### src/rtl/d7s_pkg.sv
// Shared seven-segment definitions: the encoder pattern table, the blank
// pattern and the capture FSM state type.
package d7s_pkg;

  // Segment patterns, active-high, bit6=g .. bit0=a; entry i displays hex digit i.
  localparam logic [15:0][6:0] SEG_TABLE = {
    7'h71, 7'h79, 7'h5E, 7'h39, 7'h7C, 7'h77, 7'h6F, 7'h7F,
    7'h27, 7'h7D, 7'h6D, 7'h66, 7'h4F, 7'h5B, 7'h06, 7'h3F
  };

  localparam logic [6:0] SEG_BLANK = 7'h00;

  typedef enum logic {
    COLLECT = 1'b0,
    HOLD    = 1'b1
  } cap_state_t;

endpackage

### src/rtl/d7s_seg_decode.sv
// Inverse of the display encoder table: active-high segment pattern to
// nibble, with blank and bad (not-in-table) flags.
module d7s_seg_decode
  import d7s_pkg::*;
(
  input  logic [6:0] i_seg,
  output logic [3:0] o_nibble,
  output logic       o_blank,
  output logic       o_bad
);

  // NOTE: every output gets a default before any condition, so no path can infer a latch.
  always_comb begin
    o_nibble = 4'h0;
    o_blank  = 1'b0;
    o_bad    = 1'b1;
    if (i_seg == SEG_BLANK) begin
      o_blank = 1'b1;
      o_bad   = 1'b0;
    end else begin
      for (int i = 0; i < 16; i++) begin
        if (i_seg == SEG_TABLE[i]) begin
          o_nibble = 4'(i);
          o_bad    = 1'b0;
        end
      end
    end
  end

endmodule

### src/rtl/d7s_capture.sv
// Recovers hex nibbles from a multiplexed active-low 7-segment bus and hands
// complete frames out over valid/ready. Optional decimal point: D7S_CAPTURE_DP_EN.
module d7s_capture
  import d7s_pkg::*;
#(
  parameter int NDIGITS       = 4,
  parameter int STABLE_CYCLES = 8
) (
  input  logic                 clk,
  input  logic                 rst,
  input  logic [6:0]           seg_n,
  input  logic [NDIGITS-1:0]   dig_n,
`ifdef D7S_CAPTURE_DP_EN
  input  logic                 dp_n,
  output logic [NDIGITS-1:0]   dp,
`endif
  output logic [4*NDIGITS-1:0] digits,
  output logic [NDIGITS-1:0]   blank,
  output logic [NDIGITS-1:0]   bad,
  output logic                 out_valid,
  input  logic                 out_ready,
  output logic                 overrun
);

`ifdef D7S_CAPTURE_DP_EN
  localparam int SW = NDIGITS + 8;
`else
  localparam int SW = NDIGITS + 7;
`endif
  localparam int CW = $clog2(STABLE_CYCLES);
  localparam logic [CW-1:0] CNT_MAX = CW'(STABLE_CYCLES - 1);
  localparam logic [CW-1:0] CNT_CAP = CW'(STABLE_CYCLES - 2);

  logic [SW-1:0]        w_sample, r_sync1, r_sync2, r_prev;
  logic [CW-1:0]        r_cnt;
  logic                 w_same, w_cap;
  logic [NDIGITS-1:0]   w_sel, w_cap_mask, r_seen, w_seen_nxt;
  logic                 w_onehot, w_all_seen;
  logic [3:0]           w_nib;
  logic                 w_blank, w_bad;
  logic [4*NDIGITS-1:0] r_stg_nib, w_stg_nib_nxt, r_digits;
  logic [NDIGITS-1:0]   r_stg_blank, w_stg_blank_nxt, r_blank;
  logic [NDIGITS-1:0]   r_stg_bad, w_stg_bad_nxt, r_bad;
  logic                 r_overrun;
  cap_state_t           r_state, w_state_nxt;
  logic                 w_publish, w_discard;

`ifdef D7S_CAPTURE_DP_EN
  logic [NDIGITS-1:0]   r_stg_dp, w_stg_dp_nxt, r_dp;
  assign w_sample = {dp_n, dig_n, seg_n};
`else
  assign w_sample = {dig_n, seg_n};
`endif

  // Capture fires once, on the cycle the run of identical samples reaches STABLE_CYCLES.
  assign w_same = (r_sync2 == r_prev);
  assign w_cap  = w_same && (r_cnt == CNT_CAP);

  assign w_sel      = ~r_sync2[NDIGITS+6:7];
  assign w_onehot   = (w_sel != '0) && ((w_sel & (w_sel - NDIGITS'(1))) == '0);
  assign w_cap_mask = (w_cap && w_onehot) ? w_sel : '0;
  assign w_seen_nxt = r_seen | w_cap_mask;
  assign w_all_seen = &w_seen_nxt;

  d7s_seg_decode u_decode (
    .i_seg    (~r_sync2[6:0]),
    .o_nibble (w_nib),
    .o_blank  (w_blank),
    .o_bad    (w_bad)
  );

  always_comb begin
    w_stg_nib_nxt   = r_stg_nib;
    w_stg_blank_nxt = r_stg_blank;
    w_stg_bad_nxt   = r_stg_bad;
`ifdef D7S_CAPTURE_DP_EN
    w_stg_dp_nxt    = r_stg_dp;
`endif
    for (int i = 0; i < NDIGITS; i++) begin
      if (w_cap_mask[i]) begin
        w_stg_nib_nxt[4*i +: 4] = w_nib;
        w_stg_blank_nxt[i]      = w_blank;
        w_stg_bad_nxt[i]        = w_bad;
`ifdef D7S_CAPTURE_DP_EN
        w_stg_dp_nxt[i]         = ~r_sync2[SW-1];
`endif
      end
    end
  end

  // A handshake takes priority over a completed frame in HOLD; seen is kept for COLLECT.
  always_comb begin
    w_state_nxt = r_state;
    w_publish   = 1'b0;
    w_discard   = 1'b0;
    case (r_state)
      COLLECT: begin
        if (w_all_seen) begin
          w_publish   = 1'b1;
          w_state_nxt = HOLD;
        end
      end
      HOLD: begin
        if (out_ready) begin
          w_state_nxt = COLLECT;
        end else if (w_all_seen) begin
          w_discard = 1'b1;
        end
      end
      default: w_state_nxt = COLLECT;
    endcase
  end

  // NOTE: all state uses non-blocking assignment so every register samples pre-edge values.
  always_ff @(posedge clk or posedge rst) begin
    if (rst) begin
      r_sync1     <= '0;
      r_sync2     <= '0;
      r_prev      <= '0;
      r_cnt       <= '0;
      r_seen      <= '0;
      r_stg_nib   <= '0;
      r_stg_blank <= '0;
      r_stg_bad   <= '0;
      r_digits    <= '0;
      r_blank     <= '0;
      r_bad       <= '0;
      r_overrun   <= 1'b0;
      r_state     <= COLLECT;
    end else begin
      r_sync1     <= w_sample;
      r_sync2     <= r_sync1;
      r_prev      <= r_sync2;
      if (!w_same)               r_cnt <= '0;
      else if (r_cnt != CNT_MAX) r_cnt <= r_cnt + CW'(1);
      r_seen      <= (w_publish || w_discard) ? '0 : w_seen_nxt;
      r_stg_nib   <= w_stg_nib_nxt;
      r_stg_blank <= w_stg_blank_nxt;
      r_stg_bad   <= w_stg_bad_nxt;
      if (w_publish) begin
        r_digits <= w_stg_nib_nxt;
        r_blank  <= w_stg_blank_nxt;
        r_bad    <= w_stg_bad_nxt;
      end
      if (w_discard) r_overrun <= 1'b1;
      r_state     <= w_state_nxt;
    end
  end

`ifdef D7S_CAPTURE_DP_EN
  always_ff @(posedge clk or posedge rst) begin
    if (rst) begin
      r_stg_dp <= '0;
      r_dp     <= '0;
    end else begin
      r_stg_dp <= w_stg_dp_nxt;
      if (w_publish) r_dp <= w_stg_dp_nxt;
    end
  end
  assign dp = r_dp;
`endif

  assign digits    = r_digits;
  assign blank     = r_blank;
  assign bad       = r_bad;
  assign overrun   = r_overrun;
  assign out_valid = (r_state == HOLD);

endmodule
### config.mk
export PLATFORM = sky130hd
export DESIGN_NAME = d7s_capture
export DESIGN_NICKNAME = d
export VERILOG_FILES = /design/src/rtl/d7s_pkg.sv /design/src/rtl/d7s_seg_decode.sv /design/src/rtl/d7s_capture.sv
export SDC_FILE = /design/constraint.sdc
export NUM_CORES = 1
export LEC_CHECK = 0
export ABC_AREA = 1
export CORE_ASPECT_RATIO = 1.25
export CORE_MARGIN = 10
export CORE_UTILIZATION = 62
export DETAILED_ROUTE_END_ITERATION = 8
export DONT_BUFFER_PORTS = 1
export PLACE_DENSITY = 0.78
export SLEW_MARGIN = 20
export SYNTH_ARGS = -nofsm -noshare
export SYNTH_HDL_FRONTEND = slang
export SYNTH_SLANG_ARGS = --single-unit
### constraint.sdc
create_clock -name clk -period 3.1 [get_ports clk]
set_input_delay 0 -clock clk [delete_from_list [all_inputs] [get_ports clk]]
set_output_delay 0 -clock clk [all_outputs]
set_load 0.05 [all_outputs]
# Yosys cells after proc, flatten, opt, wreduce, memory -nomap -nowiden

Index checks and enable logic that the tools add are counted.

Add/subtract/negate cells: 2
Equal/unequal tests: 20
Mux-type cells: 56
Bitwise logic cells: 5
Reduce and logical (&&, ||, !) cells: 8

Operators by type and width:

| kind                                                                  | count |
|---|---|
| 7-bit equality test, second input constant                            | 12 |
| 4-bit two-way mux                                                     | 15 |
| 1-bit two-way mux                                                     | 32 |
| 7-bit by 6-bit equality test with 1-bit output, second input constant | 3 |
| 3-bit two-way mux                                                     | 6 |
| 11-bit equality test                                                  | 1 |
| 7-bit by 3-bit equality test with 1-bit output, second input constant | 1 |
| 7-bit zero test                                                       | 1 |
| 7-bit NOT                                                             | 1 |
| 4-bit AND                                                             | 1 |
| 4-bit zero test                                                       | 1 |
| 2-bit two-way mux                                                     | 2 |
| 4-bit NOT                                                             | 1 |
| 4-bit bitwise OR                                                      | 1 |
| 4-bit AND reduction                                                   | 1 |
| 4-bit nonzero test                                                    | 1 |
| 4-bit by 1-bit subtractor with 4-bit output, second input constant    | 1 |
| 3-bit by 1-bit adder with 3-bit output, second input constant         | 1 |
| 3-bit equality test, second input constant                            | 1 |
| 1-bit logical AND                                                     | 3 |
| 3-bit != test, second input constant                                  | 1 |
| 2-bit by 1-bit != test with 1-bit output, second input constant       | 1 |
| 1-bit case mux with 2 select lines                                    | 1 |
| 1-bit logical OR                                                      | 1 |
| 1-bit NOT                                                             | 1 |

Bits in registers: 90
Bits of input ports: 14
Output and inout bits: 26
Word-level logic and storage cells: 104

# Depth between registers and ports, before layout

Word-level depth: 20
Gate-level depth with buffers: 14
Gate-level depth less buffers: 13

# Hierarchy

From an unflattened synthesis, not the netlist that was laid out.

Cells, all modules: 399
Area total of the unflattened synthesis: 3636.0 um2

By module, submodules not included:

| module         | times used | cells each | area each (um2) | seq. area each (um2) |
|---|---|---|---|---|
| d7s_capture    | 1          | 329        | 3328.2          | 2252.2 |
| d7s_seg_decode | 1          | 70         | 307.8           | 0.0 |

# Worst setup path after synthesis

OpenSTA, ideal clock, no wires.

Path type: register to register
Start point: register r_cnt[0]
End point: register r_bad[0] (netlist: bad[0])
Library setup time: 0.119 ns
Arrival time: 1.924 ns
Data required time: 2.981 ns
Slack: 1.057 ns
Cell stages (with the launch flop): 15
Buffers on the path: 1
Period minus slack after synthesis: 2.043 ns
Path through: dfrtp_1 -> inv_1 -> ha_1 -> nand2_1 -> a21oi_1 -> nand2_1 -> nor2_2 -> nand4_2 -> nand2_1 -> nand2_2 -> nor2_8 -> nand2_4 -> buf_6 -> nand2_1 -> nand2_1

Longest elaborated chain between the ends: 8
Elaborated cells on any way between the ends: 9
Classes of those cells: eq/ne (1); mux (4); bitwise (1); reduce/logical (3)

RTL lines:

| item                     | line               | text |
|---|---|---|
| start: declaration       | d7s_capture.sv:35  | `logic [CW-1:0] r_cnt;` |
| start signal: assignment | d7s_capture.sv:135 | `else if (r_cnt != CNT_MAX) r_cnt <= r_cnt + CW'(1);` |
| 3-bit equality test *    | d7s_capture.sv:57  | `assign w_cap = w_same && (r_cnt == CNT_CAP);` |
| 1-bit logical AND *      | d7s_capture.sv:57  |  |
| 1-bit logical AND *      | d7s_capture.sv:61  | `assign w_cap_mask = (w_cap && w_onehot) ? w_sel : '0;` |
| 4-bit two-way mux *      | d7s_capture.sv:61  |  |
| 4-bit bitwise OR         | d7s_capture.sv:62  | `assign w_seen_nxt = r_seen \| w_cap_mask;` |
| 4-bit AND reduction      | d7s_capture.sv:63  | `assign w_all_seen = &w_seen_nxt;` |
| 1-bit two-way mux        | d7s_capture.sv:98  | `if (w_all_seen) begin` |
| 1-bit two-way mux        | d7s_capture.sv:96  | `case (r_state)` |
| end signal: assignment   | d7s_capture.sv:143 | `r_bad <= w_stg_bad_nxt;` |
| end: declaration         | d7s_capture.sv:43  | `logic [NDIGITS-1:0] r_stg_bad, w_stg_bad_nxt, r_bad;` |

Every way passes the cells marked *; elsewhere a longest branch is shown, timed or not.
A chain may end at the register's enable or synchronous reset.

# Final worst setup path

Start point: register r_cnt[0]
End point: register r_digits[13] (netlist: digits[13])

Longest elaborated chain between the ends: 8
Elaborated cells on any way between the ends: 9
Classes of those cells: eq/ne (1); mux (4); bitwise (1); reduce/logical (3)

RTL lines:

| item                   | line               | text |
|---|---|---|
| 3-bit equality test *  | d7s_capture.sv:57  |  |
| 1-bit logical AND *    | d7s_capture.sv:57  |  |
| 1-bit logical AND *    | d7s_capture.sv:61  |  |
| 4-bit two-way mux *    | d7s_capture.sv:61  |  |
| 4-bit bitwise OR       | d7s_capture.sv:62  |  |
| 4-bit AND reduction    | d7s_capture.sv:63  |  |
| 1-bit two-way mux      | d7s_capture.sv:98  |  |
| 1-bit two-way mux      | d7s_capture.sv:96  |  |
| end signal: assignment | d7s_capture.sv:141 | `r_digits <= w_stg_nib_nxt;` |
| end: declaration       | d7s_capture.sv:41  | `logic [4*NDIGITS-1:0] r_stg_nib, w_stg_nib_nxt, r_digits;` |

Marked as above.

==> flow_metrics.tcl <==
set metrics [dict create \
    status "finished clean" \
    crit_required_ps 3350 \
    fin_nets 442 \
    cpMostUsedCell "nand2_1" \
    synth_compound_area_share_pct 1.59 \
    rrSetupSlack_ps 630 \
    grt_use_total_pct 16.6 \
    min_period_ps 2470 \
    synth-xor-area-share_pct 1.66 \
    cts_buffers 9 \
    whs_ps 192 \
    synth.distinct_cells 28 \
    hold_viol_final 0 \
    rsz0062_at_grt "false" \
    clock_skew_ps 11.1 \
    ys_warn_count 0 \
    worst_hold_startpoint "seg_n[6]" \
    drc 0 \
    dieArea_mm2 0.00946 \
    setup_viol 0 \
    drt_iter0_markers 142 \
    diodes 0 \
    fin_util_pct 70.5 \
    area_growth_pct 10.4 \
    antenna_found_initial 0 \
    clkTransAtPathRegs_ps 80 \
    p_per_area_mw_per_mm2 513 \
    syn_avg_cell_area_um2 9.11 \
    synthTopCellsByArea "dfrtp_1, nand2_1, nand3_1" \
    swShare_pct 23.4 \
    whs_endpoint "r_sync1[6]$_DFF_PP0_" \
    r2r-start "r_cnt[0]$_DFFE_PP0P_" \
    root_buffer "clkbuf_8" \
    coreArea_mm2 0.00578 \
    worst_pin_slew_ps 813 \
    clock_path_buffers 2 \
    place_ws_ps 631 \
    finalCritPeriodShare_pct 79.5 \
    nFillCells 415 \
    total_power_mw 2.09 \
    syn_nets 422 \
    synth_top_family_by_area "simple AND/OR/NAND/NOR gates" \
    via_per_inst 5.33 \
    switchingPower_mw 0.490 \
    fin_setup_tns_ps 0 \
    drive_gt1_share_pct 8.37 \
    critical_path_class "flop to flop" \
    cts_setup_buffers 0 \
    dr_wl_met3_um 528 \
    critPathCaptureType "flop" \
    finalWirelength_um 7040 \
    cp_cell_sequence "inv_1, ha_1, nand2_1, a21oi_1, nand2_1, nor2_2, nand4_2, nand2_1, nand2_2, nor2_8, nand2_4, nand2_1, nand2_1" \
    htreeDepth 3 \
    cp-start-kind "flop" \
    drv_slew 0 \
    clkSinkCount 90 \
    vias 2642 \
    grt_remaining_overflow 0 \
    min_path_cells 1 \
    synthSimpleGateAreaFrac_pct 28.6 \
    row_count 31 \
    tritoncts "built" \
    clock_latency_ps 360 \
    grt_pass1_wl_um 12300 \
    hpwl_um 4960 \
    met1_length_um 3130 \
    wire_per_inst_um 14.2 \
    die_h_um 106 \
    cap_violations 0 \
    synthAdderAreaFrac_pct 1.02 \
    vdd.ir_drop.worst_mv 0.341 \
    io_pins 40 \
    initial_utilization_pct 63.8 \
    first_pass_iters 5 \
    netlist_instances 405 \
    cp_slowest_cell "dfrtp_1" \
    cp_max_fo 25 \
    p_clk_share_pct 37.9 \
    yosysSeqAreaShare_pct 61.0 \
    power_frac_seq_pct 57.9 \
    intPower_mw 1.60 \
    r2r_end "digits[13]$_DFFE_PP0P_" \
    ys_ff_latch 90 \
    worstRegToRegCells 13 \
    first_global_vias 2613 \
    synth_area_mm2 0.00369 \
    synth_top_cell_by_area "dfrtp_1" \
    grt_max_degree 50 \
    slowest_delay_ps 410 \
    wl_met2_um 3290 \
    highest_layer "met4" \
    arrival_ps 2710 \
    combPwrFrac_pct 4.2 \
    ant_nets 0 \
    max_slew_margin_pct 45.8 \
    p_leak_nw 2.32 \
    yosys-mux-area-fraction_pct 0.271 \
    port_buffers 0 \
    die_w_um 89 \
    netlist.area_leader.share_pct 61.0 \
    place.gp.congestion 0.967 \
    fin_ws_ps 635 \
    max_freq_ghz 0.406 \
    min_path_type "primary input to flop" \
]
-- area by class of cell --
| class | count | area, um^2 | share of cell area (%) |
|---|---|---|---|
| Multi-Input combinational cell | 266 | 1220 | 30.0 |
| Tap cell | 66 | 82.6 | 2.03 |
| Inverter | 41 | 155 | 3.81 |
| Clock buffer | 9 | 124 | 3.04 |
| Timing Repair Buffer | 17 | 160 | 3.93 |
| Sequential cell | 90 | 2250 | 55.3 |
| Clock inverter | 7 | 78.8 | 1.93 |
-- worst max path at each step --
stage,endpoint,cells past startpoint,from
final,digits[13]$_DFFE_PP0P_,13,r_cnt[0]$_DFFE_PP0P_
after floorplan,bad[0]$_DFFE_PP0P_,1,rst
after global routing,digits[4]$_DFFE_PP0P_,13,r_cnt[0]$_DFFE_PP0P_
after global placement,blank[0]$_DFFE_PP0P_,13,r_cnt[0]$_DFFE_PP0P_
after detailed placement,blank[1]$_DFFE_PP0P_,13,r_cnt[0]$_DFFE_PP0P_
after CTS,blank[1]$_DFFE_PP0P_,13,r_cnt[0]$_DFFE_PP0P_
-- sequential cells by signal, summed over array words and instances (netlist names) --
signal       count
digits          16
r_stg_nib       16
r_prev          11
r_sync1         11
r_sync2         11
bad              4
blank            4
r_seen           4
r_stg_bad        4
r_stg_blank      4
r_cnt            3
out_valid        1
overrun          1
-- kinds of logic after synthesis --
logic type	Yosys count
and+or+nand+nor	244
DFF	90
buffers and inverters	49
AOI/OAI and AO/OA	11
xor gates and xnor gates	7
adders and majority gates	3
muxes	1
-- cells in the final DEF (no fill, tap or decap), types with 2 or more instances in the layout --
cell	netlist	layout
nand2_2	2	2
xnor2_1	6	6
a21oi_1	7	7
ha_1	3	3
nor3_1	4	4
nand4_1	3	3
clkbuf_8	0	9
nand3_1	37	37
buf_4	2	4
dlygate4sd3_1	0	13
clkinvlp_4	0	3
dfrtp_1	90	90
nor2_2	2	2
o21ai_0	2	2
nand4_2	4	4
inv_2	3	3
clkinv_4	0	2
nor2_1	26	26
nand2_1	162	162
inv_1	37	36
-- critical path, delay by kind of cell (launching register included) --
| kind | cells | cell delay, ps |
|---|---|---|
| and+or+nand+nor | 10 | 1620 |
| DFF | 1 | 410 |
| adders and majority gates | 1 | 130 |
| AOI/OAI and AO/OA | 1 | 110 |
| buffers and inverters | 1 | 70 |
-- repair_timing --
action | in CTS | in global routing
hold endpoints to repair | 64 | 0
hold buffers | 13 | 0
setup endpoints to repair | 0 | 0
gates resized for setup | 0 | 0
-- per-layer routing --
metal	GRT usage [%]	vias to the layer above
li1	-	1297
met1	21.6	1264
met2	23.9	75
met3	6.42	6
met4	7.18	0
met5	0	-
-- stage by stage --
stage | std cells | area (um^2)
final | 496 | 4080
after global routing | 496 | 4080
after CTS | 496 | 4080
after detailed placement | 467 | 3740
after global placement | 467 | 3740
after floorplan | 405 | 3690
-- power groups by stage --
stage	clock network, mW	registers [mW]	logic [mW]
after floorplan	0	1.23	0.0614
after global routing	0.871	1.22	0.101
after CTS	0.816	1.21	0.0888
final	0.793	1.21	0.0875
after global placement	0	1.23	0.0732
after detailed placement	0	1.24	0.0753
-- cells in the mapped netlist (all sizes together) --
cell	count
nand2	165
clkinv	1
ha	3
mux2i	1
clkbuf	2
nor3	4
inv	40
nand3	37
o21ai	4
dfrtp	90
nand3b	1
xnor2	6
buf	6
xor2	1
nand4	7
nor2	30
a21oi	7
No activity file was read; power rests on OpenSTA's default activity.
